<file path="config.mk">
export PLATFORM = sky130hd
export DESIGN_NAME = uart_dbg_bridge
export DESIGN_NICKNAME = d
export VERILOG_FILES = /design/src/rtl/dbg_bridge_pkg.sv /design/src/rtl/uart_byte_rx.sv /design/src/rtl/uart_dbg_bridge.sv
export SDC_FILE = /design/constraint.sdc
export NUM_CORES = 1
export LEC_CHECK = 0
export CORE_MARGIN = 1
export CORE_UTILIZATION = 44
export CTS_CLUSTER_SIZE = 14
export DETAILED_ROUTE_END_ITERATION = 10
export PLACE_DENSITY = 0.78
export SETUP_SLACK_MARGIN = 0.02
export SLEW_MARGIN = 20
export SYNTH_ARGS = -nofsm -noshare
export SYNTH_HDL_FRONTEND = slang
export SYNTH_SLANG_ARGS = --single-unit
</file>
<file path="constraint.sdc">
create_clock -name clk -period 3.9 [get_ports clk]
set_input_delay 0.585 -clock clk [delete_from_list [all_inputs] [get_ports clk]]
set_output_delay 0.585 -clock clk [all_outputs]
set_load 0.03 [all_outputs]
</file>
<file path="src/rtl/dbg_bridge_pkg.sv">
// Shared opcodes and state types for the UART debug bridge.
// Imported by the bridge top and its byte receiver.
package dbg_bridge_pkg;

  localparam logic [7:0] CMD_WR  = 8'h57;
  localparam logic [7:0] CMD_RD  = 8'h52;
  localparam logic [7:0] RSP_OK  = 8'h4B;
  localparam logic [7:0] RSP_ERR = 8'h3F;

  typedef enum logic [2:0] {
    P_CMD,
    P_ADDR,
    P_DATA,
    P_BUS,
    P_RESP
  } parse_state_e;

  typedef enum logic [2:0] {
    R_IDLE,
    R_START,
    R_DATA,
    R_STOP,
    R_WAIT
  } rx_state_e;

endpackage

</file>
<file path="src/rtl/uart_byte_rx.sv">
// 8N1 byte receiver: synchroniser, start-bit validation,
// mid-bit sampling, byte strobe and framing-error strobe.
module uart_byte_rx
  import dbg_bridge_pkg::*;
#(
  parameter int CLK_DIV = 867
) (
  input  logic       clk,
  input  logic       rst_n,
  input  logic       rx,
  output logic       byte_valid,
  output logic [7:0] byte_data,
  output logic       frame_err
);

  localparam logic [15:0] DIV  = 16'(CLK_DIV);
  localparam logic [15:0] HALF = 16'(CLK_DIV / 2 - 1);

  rx_state_e   st;
  rx_state_e   st_nxt;
  logic        rx_m;
  logic        rx_s;
  logic [15:0] cnt;
  logic [2:0]  bit_idx;
  logic [7:0]  sh;
  logic        tick;

  assign tick      = (cnt == 16'd0);
  assign byte_data = sh;

  always_ff @(posedge clk or negedge rst_n) begin
    if (!rst_n) begin
      rx_m <= 1'b1;
      rx_s <= 1'b1;
    end else begin
      rx_m <= rx;
      rx_s <= rx_m;
    end
  end

  always_ff @(posedge clk or negedge rst_n) begin
    if (!rst_n) st <= R_IDLE;
    else        st <= st_nxt;
  end

  // A bad stop bit leaves the line low; wait for it
  // to go high so the break is not taken as a start.
  always_comb begin
    st_nxt = st;
    unique case (st)
      R_IDLE:  if (!rx_s) st_nxt = R_START;
      R_START: if (tick) st_nxt = rx_s ? R_IDLE : R_DATA;
      R_DATA:  if (tick && bit_idx == 3'd7) st_nxt = R_STOP;
      R_STOP:  if (tick) st_nxt = rx_s ? R_IDLE : R_WAIT;
      R_WAIT:  if (rx_s) st_nxt = R_IDLE;
      default: st_nxt = R_IDLE;
    endcase
  end

  always_ff @(posedge clk or negedge rst_n) begin
    if (!rst_n) begin
      cnt        <= 16'd0;
      bit_idx    <= 3'd0;
      sh         <= 8'd0;
      byte_valid <= 1'b0;
      frame_err  <= 1'b0;
    end else begin
      byte_valid <= 1'b0;
      frame_err  <= 1'b0;
      if (st == R_IDLE || st == R_WAIT) cnt <= HALF;
      else if (tick)                    cnt <= DIV;
      else                              cnt <= cnt - 16'd1;
      if (st == R_DATA && tick) begin
        sh      <= {rx_s, sh[7:1]};
        bit_idx <= bit_idx + 3'd1;
      end
      if (st == R_STOP && tick) begin
        byte_valid <= rx_s;
        frame_err  <= !rx_s;
      end
    end
  end

endmodule

</file>
<file path="src/rtl/uart_dbg_bridge.sv">
// UART debug bridge: parses W/R command frames from a host
// and runs them as transactions on the valid/ready bus.
module uart_dbg_bridge
  import dbg_bridge_pkg::*;
#(
  parameter int CLK_DIV     = 867,
  parameter int TIMEOUT_CYC = 1_000_000
) (
  input  logic        clk,
  input  logic        rst_n,
  input  logic        uart_rx,
  output logic        uart_tx,
  output logic        bus_valid,
  output logic        bus_we,
  output logic [31:0] bus_addr,
  output logic [31:0] bus_wdata,
  input  logic        bus_ready,
  input  logic [31:0] bus_rdata,
  output logic        busy,
  output logic        err
);

  localparam int GW = $clog2(TIMEOUT_CYC + 1);
  localparam logic [GW-1:0] GAP_MAX = GW'(TIMEOUT_CYC - 1);
  localparam logic [15:0] DIV = 16'(CLK_DIV);

  parse_state_e state;
  parse_state_e state_nxt;

  logic          rx_valid;
  logic          rx_ferr;
  logic [7:0]    rx_data;
  logic          is_cmd;
  logic          in_field;
  logic [1:0]    idx;
  logic [GW-1:0] gap;
  logic          err_nxt;
  logic          bad_op;
  logic          bus_go;
  logic          rsp_go;

  logic [9:0]  tx_sh;
  logic [15:0] tx_cnt;
  logic [3:0]  tx_bit;
  logic [23:0] tx_buf;
  logic [1:0]  tx_left;
  logic        tx_active;
  logic        tx_tick;
  logic        tx_done;
  logic        tx_load;
  logic [7:0]  tx_byte;

  uart_byte_rx #(
    .CLK_DIV(CLK_DIV)
  ) u_rx (
    .clk       (clk),
    .rst_n     (rst_n),
    .rx        (uart_rx),
    .byte_valid(rx_valid),
    .byte_data (rx_data),
    .frame_err (rx_ferr)
  );

  assign is_cmd   = (rx_data == CMD_WR) || (rx_data == CMD_RD);
  assign in_field = (state == P_ADDR) || (state == P_DATA);
  assign busy     = (state != P_CMD);
  assign uart_tx  = tx_sh[0];

  always_ff @(posedge clk or negedge rst_n) begin
    if (!rst_n) state <= P_CMD;
    else        state <= state_nxt;
  end

  always_comb begin
    state_nxt = state;
    err_nxt   = 1'b0;
    bad_op    = 1'b0;
    bus_go    = 1'b0;
    rsp_go    = 1'b0;
    unique case (state)
      P_CMD: begin
        unique case (1'b1)
          rx_ferr:              err_nxt = 1'b1;
          rx_valid && is_cmd:   state_nxt = P_ADDR;
          rx_valid && !is_cmd: begin
            bad_op  = 1'b1;
            err_nxt = 1'b1;
          end
          default: ;
        endcase
      end
      P_ADDR, P_DATA: begin
        if (rx_ferr) begin
          state_nxt = P_CMD;
          err_nxt   = 1'b1;
        end else if (rx_valid) begin
          if (idx == 2'd3) begin
            if (state == P_ADDR && bus_we) begin
              state_nxt = P_DATA;
            end else begin
              state_nxt = P_BUS;
              bus_go    = 1'b1;
            end
          end
        end else if (gap == GAP_MAX) begin
          state_nxt = P_CMD;
          err_nxt   = 1'b1;
        end
      end
      P_BUS: begin
        err_nxt = rx_valid | rx_ferr;
        if (bus_ready) begin
          state_nxt = P_RESP;
          rsp_go    = 1'b1;
        end
      end
      P_RESP: begin
        err_nxt = rx_valid | rx_ferr;
        if (tx_done) state_nxt = P_CMD;
      end
      default: state_nxt = P_CMD;
    endcase
  end

  always_ff @(posedge clk or negedge rst_n) begin
    if (!rst_n) begin
      err       <= 1'b0;
      bus_valid <= 1'b0;
      bus_we    <= 1'b0;
      bus_addr  <= 32'd0;
      bus_wdata <= 32'd0;
      idx       <= 2'd0;
      gap       <= '0;
    end else begin
      err       <= err_nxt;
      bus_valid <= bus_go | (bus_valid & ~bus_ready);
      if (state == P_CMD && state_nxt == P_ADDR)
        bus_we <= (rx_data == CMD_WR);
      if (state_nxt == P_CMD)      idx <= 2'd0;
      else if (in_field && rx_valid) idx <= idx + 2'd1;
      if (state == P_ADDR && rx_valid)
        bus_addr <= {rx_data, bus_addr[31:8]};
      if (state == P_DATA && rx_valid)
        bus_wdata <= {rx_data, bus_wdata[31:8]};
      if (rx_valid || !in_field) gap <= '0;
      else                       gap <= gap + 1'b1;
    end
  end

  // Reply shifter; read data goes out LSB byte first
  assign tx_tick = (tx_cnt == 16'd0);
  assign tx_done = tx_active && tx_tick &&
                   (tx_bit == 4'd9) && (tx_left == 2'd0);
  assign tx_load = rsp_go || (bad_op && !tx_active);

  always_comb begin
    tx_byte = RSP_ERR;
    if (rsp_go) tx_byte = bus_we ? RSP_OK : bus_rdata[7:0];
  end

  always_ff @(posedge clk or negedge rst_n) begin
    if (!rst_n) begin
      tx_sh     <= 10'h3FF;
      tx_cnt    <= 16'd0;
      tx_bit    <= 4'd0;
      tx_buf    <= 24'd0;
      tx_left   <= 2'd0;
      tx_active <= 1'b0;
    end else if (tx_load) begin
      tx_sh     <= {1'b1, tx_byte, 1'b0};
      tx_cnt    <= DIV;
      tx_bit    <= 4'd0;
      tx_buf    <= bus_rdata[31:8];
      tx_left   <= (rsp_go && !bus_we) ? 2'd3 : 2'd0;
      tx_active <= 1'b1;
    end else if (tx_active) begin
      if (!tx_tick) begin
        tx_cnt <= tx_cnt - 16'd1;
      end else begin
        tx_cnt <= DIV;
        if (tx_bit != 4'd9) begin
          tx_sh  <= {1'b1, tx_sh[9:1]};
          tx_bit <= tx_bit + 4'd1;
        end else if (tx_left != 2'd0) begin
          tx_sh   <= {1'b1, tx_buf[7:0], 1'b0};
          tx_buf  <= {8'd0, tx_buf[23:8]};
          tx_left <= tx_left - 2'd1;
          tx_bit  <= 4'd0;
        end else begin
          tx_active <= 1'b0;
        end
      end
    end
  end

endmodule

</file>
==> flow_summary.toml <==
[power]
p_leak_nw = 4.391
irDropWorstVdd_mv = 0.3416
powerDensity_mw_per_mm2 = 403.1

[clocking]
cts_sinks = 182
cts-root-buf = "clkbuf_16"
cts_tree = "yes"
clk_latency_ns = 0.43
clockBufferDepth = 2
cts_buffers = 17
cts.htree.levels = 4
cts.clk_slew.worst_paths_ns = 0.07
cts_hold_buf = 0
cts_resized = 0
cts_setup_buffers = 0

[detailed_routing]
viasPerCell = 5.466
wire_per_inst_um = 15.78
drtPass1Iterations = 5
drt_first_iter_violations = 371
post-route-drc-count = 0
wirelength_mm = 17.20
vias = 5958
ant_nets = 0

[timing]
rsz0062_at_grt = "no"
finalCritPeriodShare_pct = 74.34
setup_tns_ns = 0
worst_slack_ns = 1.001
drv_slew = 0
setup_viol = 0
relSlewSlack_pct = 37.58
worst-slew-pin-transition_ns = 0.9337
min_period_ns = 2.899
timing.hold.ws_ns = 0.1623
clock.fmax_ghz = 0.3449
clock-skew-final_ns = 0.01108
finalHoldViolations = 0

[final_layout]
drive_gt1_share_pct = 17.64
fillers = 1570
final_util_pct = 54.54
syn_to_final_growth_pct = 21.79
stdcell_count = 1090
antenna_cells = 0
nets = 889

[setup_path]
worstPathRequired_ns = 4.22
path_max_fanout = 19
critPathLaunchType = "register"
crit_type = "reg2reg"
worstSetupEndpointType = "register"
crit_arrival_ns = 3.22

[floorplan]
fp-row-count = 50
die_y_um = 140.0
die_area_sq_mm = 0.01959
initial_core_util_pct = 44.78
coreArea_sq_mm = 0.01871
pin_count = 105
die_x_um = 140.0

[place]
dp_slack_ns = 0.9831
dp_cells = 1058
hpwl_mm = 11.76
gp_congestion = 0.8922
io_buffers = 104

[synthesis]
synth.top_cell.area_share_pct = 51.08
yosys-top-cells-area = "dfrtp_1, mux2_2, nand2_1"
synth.ff_latch_count = 182
netlist_area_sq_mm = 0.008377
async_flop_share_pct = 100.0
synth_top_area_cell = "dfrtp_1"
yosysWarningCount = 0
synth_fp_nets = 794
synth.distinct_cells = 69
syn-mean-instance-area_sq_um = 11.20
synth_edf_count = 0
yosysSeqAreaShare_pct = 54.53
synthCells = 748
synth-main-ff-cell = "dfrtp_1"

[global_route]
grt_usage_pct = 18.63
overflow = 0
grt_max_degree = 111
grt_pass1_wl_mm = 29.22
first_global_vias = 5828
antenna_found_initial = 0

[worst_hold_path]
hp-class = "in2async"

[outcome]
status = "completed"

[run]
cap_viol_max_count = 0
logic make-up (layout without fill, tap and decap cells):
group / Yosys count / in the layout / share of synthesized area, %
and+or+nand+nor: 272 / 272 / 16.42
adders and majority gates: 10 / 10 / 1.494
xor gates and xnor gates: 41 / 41 / 4.287
AOI/OAI and AO/OA: 113 / 113 / 10.01
buffers and inverters: 51 / 159 / 2.689
muxes: 79 / 79 / 10.58
DFF: 182 / 182 / 54.53
power breakdown:
group          internal [mW]  switching [mW]  total [mW]
Combinational          0.153           0.172       0.326
Sequential              1.98           0.105        2.08
Clock                  0.960           0.743        1.70
cells in the mapped netlist (all sizes together), types with 14 or more instances:
cell	number
dfrtp	171
nand2	82
mux2	76
nor2	76
a21oi	35
nand3	31
xnor2	27
o21ai	22
inv	18
buf	17
nor3	17
clkbuf	16
xor2	14
sequential cells by signal, summed over array words and instances, names as in the netlist:
name             flops
u_rx.st              3
tx_sh                9
bus_wdata           32
bus_we               1
u_rx.cnt            16
tx_bit               4
bus_addr            32
gap                 20
tx_cnt              16
u_rx.frame_err       1
u_rx.byte_valid      1
idx                  2
u_rx.rx_m            1
tx_active            1
u_rx.bit_idx         3
err                  1
u_rx.rx_s            1
bus_valid            1
state                3
tx_left              2
tx_buf              24
u_rx.byte_data       8
cells in the final DEF, fill, tap and decap left out, types with 7 or more instances in the layout:
| cell | instances |
|---|---|
| dfrtp_1 | 171 |
| clkdlybuf4s50_1 | 103 |
| nand2_1 | 81 |
| mux2_2 | 76 |
| nor2_1 | 74 |
| a21oi_1 | 35 |
| nand3_1 | 30 |
| xnor2_1 | 27 |
| o21ai_0 | 20 |
| inv_1 | 18 |
| clkbuf_16 | 17 |
| nor3_1 | 16 |
| xor2_1 | 14 |
| o211ai_1 | 12 |
| nand4_1 | 11 |
| dfstp_2 | 11 |
| ha_1 | 10 |
| nor4_1 | 9 |
| a31oi_1 | 8 |
| and3_1 | 7 |
stage by stage:
step                      power, mW  cell area (sq um)
final                         4.113              10200
after global routing          4.285              10200
after CTS                     4.160              10200
after detailed placement      2.444               9609
after global placement        2.431               9609
after floorplan               2.306               8377
critical path: stages, from the launching register on:
cell     delay (ns)
dfrtp_1        0.46
xnor2_1        0.28
a41o_1         0.70
o21a_1         0.62
buf_4          0.34
nand2_1        0.13
o22a_1         0.25
layer usage:
layer  vias up  track usage [%]  share of wire (%)
met1      2938            24.96                 47
met5         -                0                  0
met3        24            3.658                3.9
met4         0            6.189                1.3
met2       141            30.39                 48
li1       2855                -                  -
path summary, 6_finish.rpt:
check | from | endpoint | slack, ns | cells after the start
min in group clk | u_rx.rx_m | u_rx.rx_s | 0.38 | 0
max in group asynchronous | rst_n | tx_cnt[0] | 2.73 | 2
worst min register to register | u_rx.rx_m | u_rx.rx_s | 0.38 | 0
worst min-delay path | rst_n | u_rx.cnt[13] | 0.16 | 1
worst max register to register | u_rx.byte_data[2] | tx_left[1] | 1.00 | 6
worst max-delay path | u_rx.byte_data[2] | tx_left[1] | 1.00 | 6
final cells by class:
| cell class | instances | area, sq um | share of cell area [%] |
|---|---|---|---|
| clock buffers | 21 | 480.5 | 4.709 |
| multi-input cells | 515 | 3588 | 35.17 |
| inverters | 18 | 67.56 | 0.6623 |
| flip-flops and latches | 182 | 4568 | 44.78 |
| repair buffers | 109 | 1092 | 10.71 |
| clock inverters | 11 | 112.6 | 1.104 |
| well taps | 234 | 292.8 | 2.870 |
No activity file was read; power rests on OpenSTA's default activity.
